===== src/rtl/cor_h_engine_if.sv =====
// rtl/cor_h_engine_if.sv - scratch-memory port shared by the correlation engine and its memory
interface cor_h_engine_if #(
  parameter int ADDR_W = 12
);
  logic [31:0]       memIn;
  logic [ADDR_W-1:0] memReadAddr;
  logic [ADDR_W-1:0] memWriteAddr;
  logic [31:0]       memOut;
  logic              memWriteEn;

  modport master (
    input  memIn,
    output memReadAddr, memWriteAddr, memOut, memWriteEn
  );

  modport slave (
    output memIn,
    input  memReadAddr, memWriteAddr, memOut, memWriteEn
  );
endinterface


===== src/rtl/cor_h_engine.sv =====
// rtl/cor_h_engine.sv - impulse-response energy, normalisation and saturated lag autocorrelation
module cor_h_engine #(
  parameter int L      = 40,
  parameter int NLAGS  = 40,
  parameter int ADDR_W = 12,
  parameter int H_BASE = 0,
  parameter int R_BASE = 64
) (
  input  logic              clk,
  input  logic              reset,
  input  logic              start,
  input  logic              testMode,
  input  logic [ADDR_W-1:0] testReadAddr,
  input  logic [ADDR_W-1:0] testWriteAddr,
  input  logic [31:0]       testMemOut,
  input  logic              testMemWriteEn,
  cor_h_engine_if.master    mem,
  output logic              busy,
  output logic              done,
  output logic              overflow
);
  localparam int CW = $clog2(L + 1);

  typedef enum logic [2:0] {
    S_IDLE, S_LOAD, S_NORM, S_SCALE, S_CORR_MAC, S_CORR_WR, S_FINISH
  } state_t;

  state_t             state, state_nx;
  logic [CW-1:0]      cnt, lag, pair_idx;
  logic [31:0]        energy;
  logic signed [31:0] acc;
  logic               shr1;
  logic [3:0]         kshift;
  logic signed [15:0] hs [L];

  logic [32:0]        e_mac, c_mac;
  logic [4:0]         e_norm;
  logic signed [15:0] h_new, h_scaled;
  logic [ADDR_W-1:0]  eng_raddr, eng_waddr;
  logic [31:0]        eng_wdata;
  logic               eng_we;

  // Returns {saturated, sat32(a + 2*x*y)}; 0x8000*0x8000 clips before the add.
  function automatic logic [32:0] mac_step(input logic signed [31:0] a,
                                           input logic signed [15:0] x,
                                           input logic signed [15:0] y);
    logic signed [31:0] ex, ey, p;
    logic [32:0]        s;
    logic               sat_p, sat_s;
    logic [31:0]        res;
    ex    = x;
    ey    = y;
    sat_p = (x == 16'sh8000) && (y == 16'sh8000);
    p     = sat_p ? 32'sh7FFF_FFFF : ((ex * ey) <<< 1);
    s     = {a[31], a} + {p[31], p};
    sat_s = (s[32] != s[31]);
    if (sat_s) res = s[32] ? 32'h8000_0000 : 32'h7FFF_FFFF;
    else       res = s[31:0];
    return {sat_p | sat_s, res};
  endfunction

  function automatic logic signed [15:0] shl_sat(input logic signed [15:0] x,
                                                  input logic [3:0] k);
    logic signed [31:0] w;
    logic signed [15:0] r;
    w = x;
    w = w <<< k;
    if (w > 32'sd32767)       r = 16'sh7FFF;
    else if (w < -32'sd32768) r = 16'sh8000;
    else                      r = w[15:0];
    return r;
  endfunction

  function automatic logic [4:0] norm_l(input logic [31:0] x);
    logic [4:0] n;
    n = '0;
    for (int i = 0; i <= 30; i++) begin
      if (x[i]) n = 5'(30 - i);
    end
    return n;
  endfunction

  always_comb begin
    h_new    = mem.memIn[15:0];
    e_mac    = mac_step(energy, h_new, h_new);
    pair_idx = cnt + lag;
    c_mac    = mac_step(acc, hs[cnt], hs[pair_idx]);
    e_norm   = norm_l(energy);
    h_scaled = shr1 ? (hs[cnt] >>> 1) : shl_sat(hs[cnt], kshift);
  end

  always_comb begin
    state_nx  = state;
    eng_raddr = '0;
    eng_waddr = '0;
    eng_wdata = '0;
    eng_we    = 1'b0;
    busy      = (state != S_IDLE);
    done      = (state == S_FINISH);
    case (state)
      S_IDLE: if (start) state_nx = S_LOAD;
      S_LOAD: begin
        if (cnt != CW'(L)) eng_raddr = ADDR_W'(H_BASE) + ADDR_W'(cnt);
        else               state_nx  = S_NORM;
      end
      S_NORM:  state_nx = S_SCALE;
      S_SCALE: if (cnt == CW'(L - 1)) state_nx = S_CORR_MAC;
      S_CORR_MAC: if (pair_idx == CW'(L - 1)) state_nx = S_CORR_WR;
      S_CORR_WR: begin
        eng_we    = 1'b1;
        eng_waddr = ADDR_W'(R_BASE) + ADDR_W'(lag);
        eng_wdata = acc;
        state_nx  = (lag == CW'(NLAGS - 1)) ? S_FINISH : S_CORR_MAC;
      end
      S_FINISH: state_nx = S_IDLE;
      default:  state_nx = S_IDLE;
    endcase
  end

  always_ff @(posedge clk or negedge reset) begin
    if (!reset) begin
      state    <= S_IDLE;
      cnt      <= '0;
      lag      <= '0;
      energy   <= '0;
      acc      <= '0;
      shr1     <= 1'b0;
      kshift   <= '0;
      overflow <= 1'b0;
    end else begin
      state <= state_nx;
      case (state)
        S_IDLE: if (start) begin
          overflow <= 1'b0;
          energy   <= 32'd1;
          cnt      <= '0;
        end
        S_LOAD: begin
          if (cnt != '0) energy <= e_mac[31:0];
          cnt <= (cnt == CW'(L)) ? '0 : cnt + 1'b1;
        end
        S_NORM: begin
          shr1   <= (energy == 32'h7FFF_FFFF);
          kshift <= e_norm[4:1];
        end
        S_SCALE: begin
          cnt <= (cnt == CW'(L - 1)) ? '0 : cnt + 1'b1;
          lag <= '0;
          acc <= '0;
        end
        S_CORR_MAC: begin
          acc <= c_mac[31:0];
          if (c_mac[32]) overflow <= 1'b1;
          cnt <= cnt + 1'b1;
        end
        S_CORR_WR: begin
          acc <= '0;
          cnt <= '0;
          lag <= lag + 1'b1;
        end
        default: ;
      endcase
    end
  end

  // Read data lands one cycle after its address, so capture index lags cnt by one.
  always_ff @(posedge clk) begin
    if (state == S_LOAD && cnt != '0) hs[cnt - 1'b1] <= mem.memIn[15:0];
    else if (state == S_SCALE)        hs[cnt]        <= h_scaled;
  end

  assign mem.memReadAddr  = testMode ? testReadAddr   : eng_raddr;
  assign mem.memWriteAddr = testMode ? testWriteAddr  : eng_waddr;
  assign mem.memOut       = testMode ? testMemOut     : eng_wdata;
  assign mem.memWriteEn   = testMode ? testMemWriteEn : eng_we;
endmodule


===== src/flat_wrapper.sv =====
// flat-port wrapper written by rule: the top's interface ports become plain ports
module cor_h_engine_flat 
#(
  parameter int L      = 40,
  parameter int NLAGS  = 40,
  parameter int ADDR_W = 12,
  parameter int H_BASE = 0,
  parameter int R_BASE = 64
)
  (clk, reset, start, testMode, testReadAddr, testWriteAddr, testMemOut, testMemWriteEn, busy, done, overflow, mem_memIn, mem_memReadAddr, mem_memWriteAddr, mem_memOut, mem_memWriteEn);
  cor_h_engine_if #(.ADDR_W(ADDR_W)) mem_i ();
  input  logic clk;
  input  logic reset;
  input  logic start;
  input  logic testMode;
  input  logic [ADDR_W-1:0] testReadAddr;
  input  logic [ADDR_W-1:0] testWriteAddr;
  input  logic [31:0] testMemOut;
  input  logic testMemWriteEn;
  output logic busy;
  output logic done;
  output logic overflow;
  input wire logic [$bits(mem_i.memIn)-1:0] mem_memIn;
  output wire logic [$bits(mem_i.memReadAddr)-1:0] mem_memReadAddr;
  output wire logic [$bits(mem_i.memWriteAddr)-1:0] mem_memWriteAddr;
  output wire logic [$bits(mem_i.memOut)-1:0] mem_memOut;
  output wire logic [$bits(mem_i.memWriteEn)-1:0] mem_memWriteEn;
  assign mem_i.memIn = mem_memIn;
  assign mem_memReadAddr = mem_i.memReadAddr;
  assign mem_memWriteAddr = mem_i.memWriteAddr;
  assign mem_memOut = mem_i.memOut;
  assign mem_memWriteEn = mem_i.memWriteEn;
  cor_h_engine #(.L(L), .NLAGS(NLAGS), .ADDR_W(ADDR_W), .H_BASE(H_BASE), .R_BASE(R_BASE)) u_core (.clk(clk), .reset(reset), .start(start), .testMode(testMode), .testReadAddr(testReadAddr), .testWriteAddr(testWriteAddr), .testMemOut(testMemOut), .testMemWriteEn(testMemWriteEn), .mem(mem_i), .busy(busy), .done(done), .overflow(overflow));
endmodule

===== config.mk =====
export PLATFORM = sky130hd
export DESIGN_NAME = cor_h_engine_flat
export DESIGN_NICKNAME = d
export VERILOG_FILES = /design/src/rtl/cor_h_engine_if.sv /design/src/rtl/cor_h_engine.sv /design/src/flat_wrapper.sv
export SDC_FILE = /design/constraint.sdc
export NUM_CORES = 2
export LEC_CHECK = 0
export ABC_AREA = 1
export CAP_MARGIN = 20
export CORE_MARGIN = 5
export CORE_UTILIZATION = 24
export CTS_CLUSTER_SIZE = 25
export DETAILED_ROUTE_END_ITERATION = 6
export PLACE_DENSITY_LB_ADDON = 0.1
export SYNTH_ARGS = -nofsm -noshare
export SYNTH_HDL_FRONTEND = slang
export SYNTH_SLANG_ARGS = --single-unit

===== constraint.sdc =====
create_clock -name clk -period 25.1 [get_ports clk]
set_clock_uncertainty 0.15 [all_clocks]
set_input_delay 3.765 -clock clk [delete_from_list [all_inputs] [get_ports clk]]
set_output_delay 3.765 -clock clk [all_outputs]
set_load 0.03 [all_outputs]

**Word level (Yosys, flattened, before mapping)**

Memory sizes are Yosys's and may differ from the RTL's.
Index checks and enable logic that the tools add are counted.

- Bits in registers: 85
- Bits in writable memories: 640
- Input port bits: 93
- Word-level logic and storage cells: 136
- Memories kept: 1

- Add/subtract/negate cells: 7
- Multipliers: 2
- $lt $le $gt $ge: 2
- Eq/ne operators: 23
- Shift-type cells: 1
- Mux-type cells: 75
- Bitwise gates (word level): 1
- Reduce and logical (&&, ||, !) cells: 16

Memories:

| memory | depth | width | read ports | clocked after memory_dff | write ports | RTL line | RTL |
|---|---|---|---|---|---|---|---|
| u_core.hs | 40 | 16 | 2 | 0 | 1 | cor_h_engine.sv:34 | `logic signed [15:0] hs [L];` |

Operators with widths:

| kind | count |
|---|---|
| two-way mux 32 bit | 10 |
| two-way mux 5 bit | 31 |
| one-hot mux 32 bit (2 select lines) | 2 |
| adder 32 x 32 -> 33 bit | 2 |
| two-way mux 16 bit | 4 |
| multiplier 16 x 16 -> 31 bit | 2 |
| equality test 16 bit (second input constant) | 3 |
| two-way mux 12 bit | 4 |
| equality test 32 x 31 -> 1 bit (second input constant) | 1 |
| greater-than comparator 32 x 16 -> 1 bit (second input constant) | 1 |
| less-than comparator 32 x 16 -> 1 bit (second input constant) | 1 |
| <<< shifter 16 x 4 -> 32 bit | 1 |
| two-way mux 6 bit | 5 |
| one-hot mux 6 bit (5 select lines) | 1 |
| equality test 6 bit (second input constant) | 4 |
| one-hot mux 3 bit (6 select lines) | 1 |
| OR reduction 16 bit | 1 |
| adder 6 x 1 -> 6 bit (second input constant) | 2 |
| two-way mux 3 bit | 4 |
| one-hot mux 6 bit (2 select lines) | 1 |
| two-way mux 1 bit | 10 |
| equality test 3 bit (second input constant) | 3 |
| adder 7 x 6 -> 8 bit (first input constant) | 1 |
| nonzero test 2 bit | 4 |
| other kinds (20) | 28 |

**Longest topological paths before layout**

- Depth in word-level cells: 31
- Mapped depth: 63
- Mapped depth without buffers: 60

**Worst setup path before layout**

Ideal clock, no wire load.

- Path kind: in2reg
- Start: input port mem_memIn[10]
- End: register u_core.energy[0]
- Arrival: 11.302 ns
- Path slack: 13.525 ns
- Stages: 42
- Path through: clkbuf_1 > buf_1 > nand2_1 > fa_1 > inv_1 > fa_1 > inv_1 > fa_1 > inv_1 > fa_1 > inv_1 > fa_1 > inv_1 > fa_1 > ha_1 > nand2_1 > nor2_1 > nand2_1 > [... 6 more ...] > ha_1 > nand2_1 > nor4_1 > nand3b_1 > nand3_1 > nand2_1 > nand2_1 > nand2_1 > nand2_1 > nand2_1 > nand3_1 > xor2_1 > inv_1 > nor2_1 > buf_2 > inv_1 > a211oi_1 > nor2_1

- Word-level cells in the longest chain between the ends: 7
- Elaborated cells on any way between the ends: 9
- Those cells by class: add/sub (1); mul (1); eq/ne (2); mux (5)

Ends and longest elaborated chain:

| element | RTL line | RTL |
|---|---|---|
| start, declared | flat_wrapper.sv:23 | `input wire logic [$bits(mem_i.memIn)-1:0] mem_memIn;` |
| multiplier 16 x 16 -> 31 bit or equality test 16 bit (tied branches) | cor_h_engine.sv:54, cor_h_engine.sv:53 |  |
| two-way mux 32 bit * | cor_h_engine.sv:54 | `p = sat_p ? 32'sh7FFF_FFFF : ((ex * ey) <<< 1);` |
| adder 32 x 32 -> 33 bit * | cor_h_engine.sv:55 | `s = {a[31], a} + {p[31], p};` |
| two-way mux 32 bit or inequality test 1 bit (tied branches) | cor_h_engine.sv:57, cor_h_engine.sv:56 |  |
| two-way mux 32 bit * | cor_h_engine.sv:57 | `if (sat_s) res = s[32] ? 32'h8000_0000 : 32'h7FFF_FFFF;` |
| two-way mux 32 bit * | cor_h_engine.sv:139 | `if (cnt != '0) energy <= e_mac[31:0];` |
| one-hot mux 32 bit (2 select lines) * | cor_h_engine.sv:132 | `case (state)` |
| end signal, assigned | cor_h_engine.sv:139 |  |
| end, declared | cor_h_engine.sv:30 | `logic [31:0] energy;` |

Mark *: on every way between the ends. The rest lies on a longest branch, timed or not. The select of a mux whose other input is x is not followed.
A chain may end at the register's enable or synchronous reset.

**Worst setup path in the final report**

- Start: register u_core.cnt[0]
- End: register u_core.acc[28]

- Word-level cells in the longest chain between the ends: 9
- Elaborated cells on any way between the ends: 12
- Those cells by class: add/sub (2); mul (1); eq/ne (3); mux (4); reduce/logical (1); memory (1)

Ends and longest elaborated chain:

| element | RTL line | RTL |
|---|---|---|
| start, declared | cor_h_engine.sv:29 | `logic [CW-1:0] cnt, lag, pair_idx;` |
| start signal, assigned | cor_h_engine.sv:140 | `cnt <= (cnt == CW'(L)) ? '0 : cnt + 1'b1;` |
| start signal, assigned | cor_h_engine.sv:147 | `cnt <= (cnt == CW'(L - 1)) ? '0 : cnt + 1'b1;` |
| start signal, assigned | cor_h_engine.sv:154 | `cnt <= cnt + 1'b1;` |
| adder 6 bit | cor_h_engine.sv:86 | `pair_idx = cnt + lag;` |
| memory read (40 x 16 bit) * | -- |  |
| parallel branches: the longest is 2 deep, another holds multiplier 16 x 16 -> 31 bit | -- |  |
| two-way mux 32 bit * | cor_h_engine.sv:54 |  |
| adder 32 x 32 -> 33 bit * | cor_h_engine.sv:55 |  |
| two-way mux 32 bit or inequality test 1 bit (tied branches) | cor_h_engine.sv:57, cor_h_engine.sv:56 |  |
| two-way mux 32 bit * | cor_h_engine.sv:57 |  |
| one-hot mux 32 bit (2 select lines) * | cor_h_engine.sv:132 |  |
| end signal, assigned | cor_h_engine.sv:152 | `acc <= c_mac[31:0];` |
| end, declared | cor_h_engine.sv:31 | `logic signed [31:0] acc;` |

Mark *: on every way between the ends.

==> results.tsv <==
stage	metric	value	unit
route	wire_per_inst	22.1	um
sta	tns	0	ns
worst_setup_path	critPathCaptureType	flop	
place	hpwl	163	mm
clock_network	clkLatencyLatePin	0.75	ns
synthesis	synth_cell_types	65	
worst_setup_path	max_stage_delay	0.91	ns
synthesis	synth_edf_count	640	
synthesis	ys_seq_area_frac	0.351	
synthesis	yosysWarnings	0	
floorplan	pin_count	153	
floorplan	coreArea	0.253	mm2
synthesis	ys.flop_type	edfxtp_1	
global_route	grt.busiest_layer	met2	
synthesis	synth_area_leader_cell	edfxtp_1	
synthesis	yosys-top-cells-count	nand2_1, inv_1, edfxtp_1, o21ai_0, fa_1	
sta	rsz0062_at_grt	no	
worst_setup_path	worst_path_max_delay_cell	o21ai_0	
synthesis	syn_nets	8163	
clock_network	clk_pin_slew_worst_paths	0.05	ns
worst_hold_path	hold_path_depth	2	
sta	min_period	14.80	ns
place	gp_congestion	0.834	
worst_setup_path	path_common_cell	nand2_1	
synthesis	synth.cell_area	0.0609	mm2
clock_network	cts_buffer_depth	3	
clock_network	cts_tree	built	
route	drt-total-wl	238	mm
cells_and_area	layout-drive-gt1-share	0.0537	
sta	setup_viol	0	
worst_setup_path	crit_buf_inv	11	
floorplan	die_y	514	um
route	drt_iter0_markers	3559	
global_route	grt_pass1_vias	50700	
synthesis	yosys.area.top_type_share	0.316	
synthesis	syn_inst	7343	
run_status	violations	DRC	
clock_network	ctsResizeCount	0	
sta	max_slew_margin	0.240	
global_route	use_met2	0.289	
floorplan	rows	185	
cells_and_area	num-nets-final	8151	
sta	hold_violations	0	
worst_setup_path	path_class	flop to flop	
place	port_buffers	136	
global_route	grt_pass1_wl	349	mm
sta	max_freq	0.0675	GHz
worst_hold_path	hold_class	flop to flop	
worst_setup_path	worst-r2r-cell-count	49	
global_route	grt_max_degree	136	
worst_setup_path	cp_max_fo	66	
run_status	status	finished with violations	
synthesis	async_reset_ff_frac	0.117	
route	routed_via_density	4.65	
worst_setup_path	crit_cells	49	
worst_setup_path	arrival	15.24	ns
route	drtPass1Iterations	7	
synthesis	synth.most_common_cell	nand2_1	
global_route	grt.overflow.total	0	
flow_run	maxCapViolCount	0	
global_route	grtUsageTotal	0.177	
clock_network	cts_buffers	90	
global_route	use_met1	0.249	
synthesis	synth_adder_area_share	0.210	
route	drc	10	
sta	slew_viol_final	0	
synthesis	muxShareOfSynthArea	0.00444	
synthesis	synthXorXnorAreaFrac	0.0167	
worst_setup_path	cp_top_family	adder cells	
floorplan	design.die.area	0.264	mm2
global_route	grtUsageMet3	0.0180	
clock_network	cts_setup_buffers	0	
synthesis	avgSynthCellArea	8.29	um2
clock_network	cts-htree-levels	3	
synthesis	yosys.area_share.simple	0.184	
floorplan	start_util	0.240	
route	ant_nets	0	
synthesis	synth_area_leaders	edfxtp_1, fa_1, nand2_1	
sta	worstMarginPinSlew	1.13	ns
synthesis	ys_ff_latch	725	
worst_setup_path	cp-start-kind	flop	
clock_network	clock-root-buffer	clkbuf_16	
route	vias	50200	
sta	post-route-period-util	0.590	
global_route	antenna_found_initial	10	
clock_network	cts_sinks	725	
synthesis	synth_top_family_by_area	adder cells	
synthesis	synth_compound_area_frac	0.128	
cells_and_area	syn_to_final_growth	13.0	%
worst_setup_path	cp.required	25.54	ns
clock_network	cts-hold-fix-buffers	0	
floorplan	die_x	514	um
through the flow:
step                      instance area, um2  setup slack, ns  hold WS, ns  cells   util
after floorplan                        60900            13.52        0.328   7343      -
after global placement                 65900            10.41        0.331  10600  0.260
after detailed placement               65900            10.43        0.330  10600  0.260
after CTS                              68800            10.41        0.343  10800  0.272
after global routing                   68800             9.54        0.377  10800  0.272
final                                  68800            10.30        0.330  10800  0.272
worst min-delay path, delay by kind of cell (launching register included):
kind | cells | cell delay, ns
flops | 1 | 0.35
simple gates | 2 | 0.10
cell type report:
class | count | area (um2)
antenna | 6 | 15.0
timing repair buffer | 281 | 2520
multi-input combinational | 5019 | 33300
tap | 3366 | 4210
inverter | 1214 | 4590
fill | 27300 | 184000
sequential | 725 | 21400
clock buffer | 121 | 2390
clock inverter | 46 | 444
worst paths after layout:
check | from | slack, ns | to
max | u_core.cnt[0] | 10.30 | u_core.acc[28]
min | u_core.overflow | 0.33 | u_core.overflow
max reg2reg | u_core.cnt[0] | 10.30 | u_core.acc[28]
min reg2reg | u_core.overflow | 0.33 | u_core.overflow
max in group asynchronous | reset | 20.64 | u_core.energy[17]
min in group asynchronous | reset | 2.95 | u_core.acc[11]
registers in the layout, indices dropped and copies added, names as in the netlist:
signal           flops
u_core.hs          640
u_core.acc          32
u_core.energy       32
u_core.cnt           6
u_core.lag           6
u_core.kshift        4
u_core.state         3
u_core.overflow      1
u_core.shr1          1
cells in the final DEF (no fill, tap or decap), drive strengths merged, types with 22 or more instances in the layout:
cell type | synthesis | routed
nand2 | 1763 | 1763
inv | 1203 | 1203
o21ai | 678 | 678
edfxtp | 640 | 640
fa | 492 | 492
nor2 | 476 | 476
a21oi | 448 | 448
nand3 | 396 | 396
ha | 235 | 235
buf | 224 | 148
clkdlybuf4s50 | 0 | 132
clkbuf | 161 | 122
o211ai | 92 | 92
dfrtp | 85 | 85
xor2 | 73 | 73
clkinv | 11 | 53
nand4 | 47 | 47
xnor2 | 42 | 42
o31ai | 39 | 39
mux2i | 27 | 27
nor3 | 24 | 24
a31oi | 22 | 22
cells by family (layout without fill, tap and decap cells):
group,Yosys count,count (layout)
fa+ha+maj,727,727
simple gates,2754,2754
other cells,0,6
buf+inv,1599,1662
xor+xnor,115,115
mux,27,27
flops,725,725
compound gates,1396,1396
routing by layer:
layer	vias up	wire length (um)
met5	-	0
met2	1223	108000
met4	0	6810
li1	23800	-
met1	24900	113000
met3	244	9830
Power is left out: the tool's default activity adds up to more than one toggle a clock period on the data nets, which glitch-free logic cannot reach.
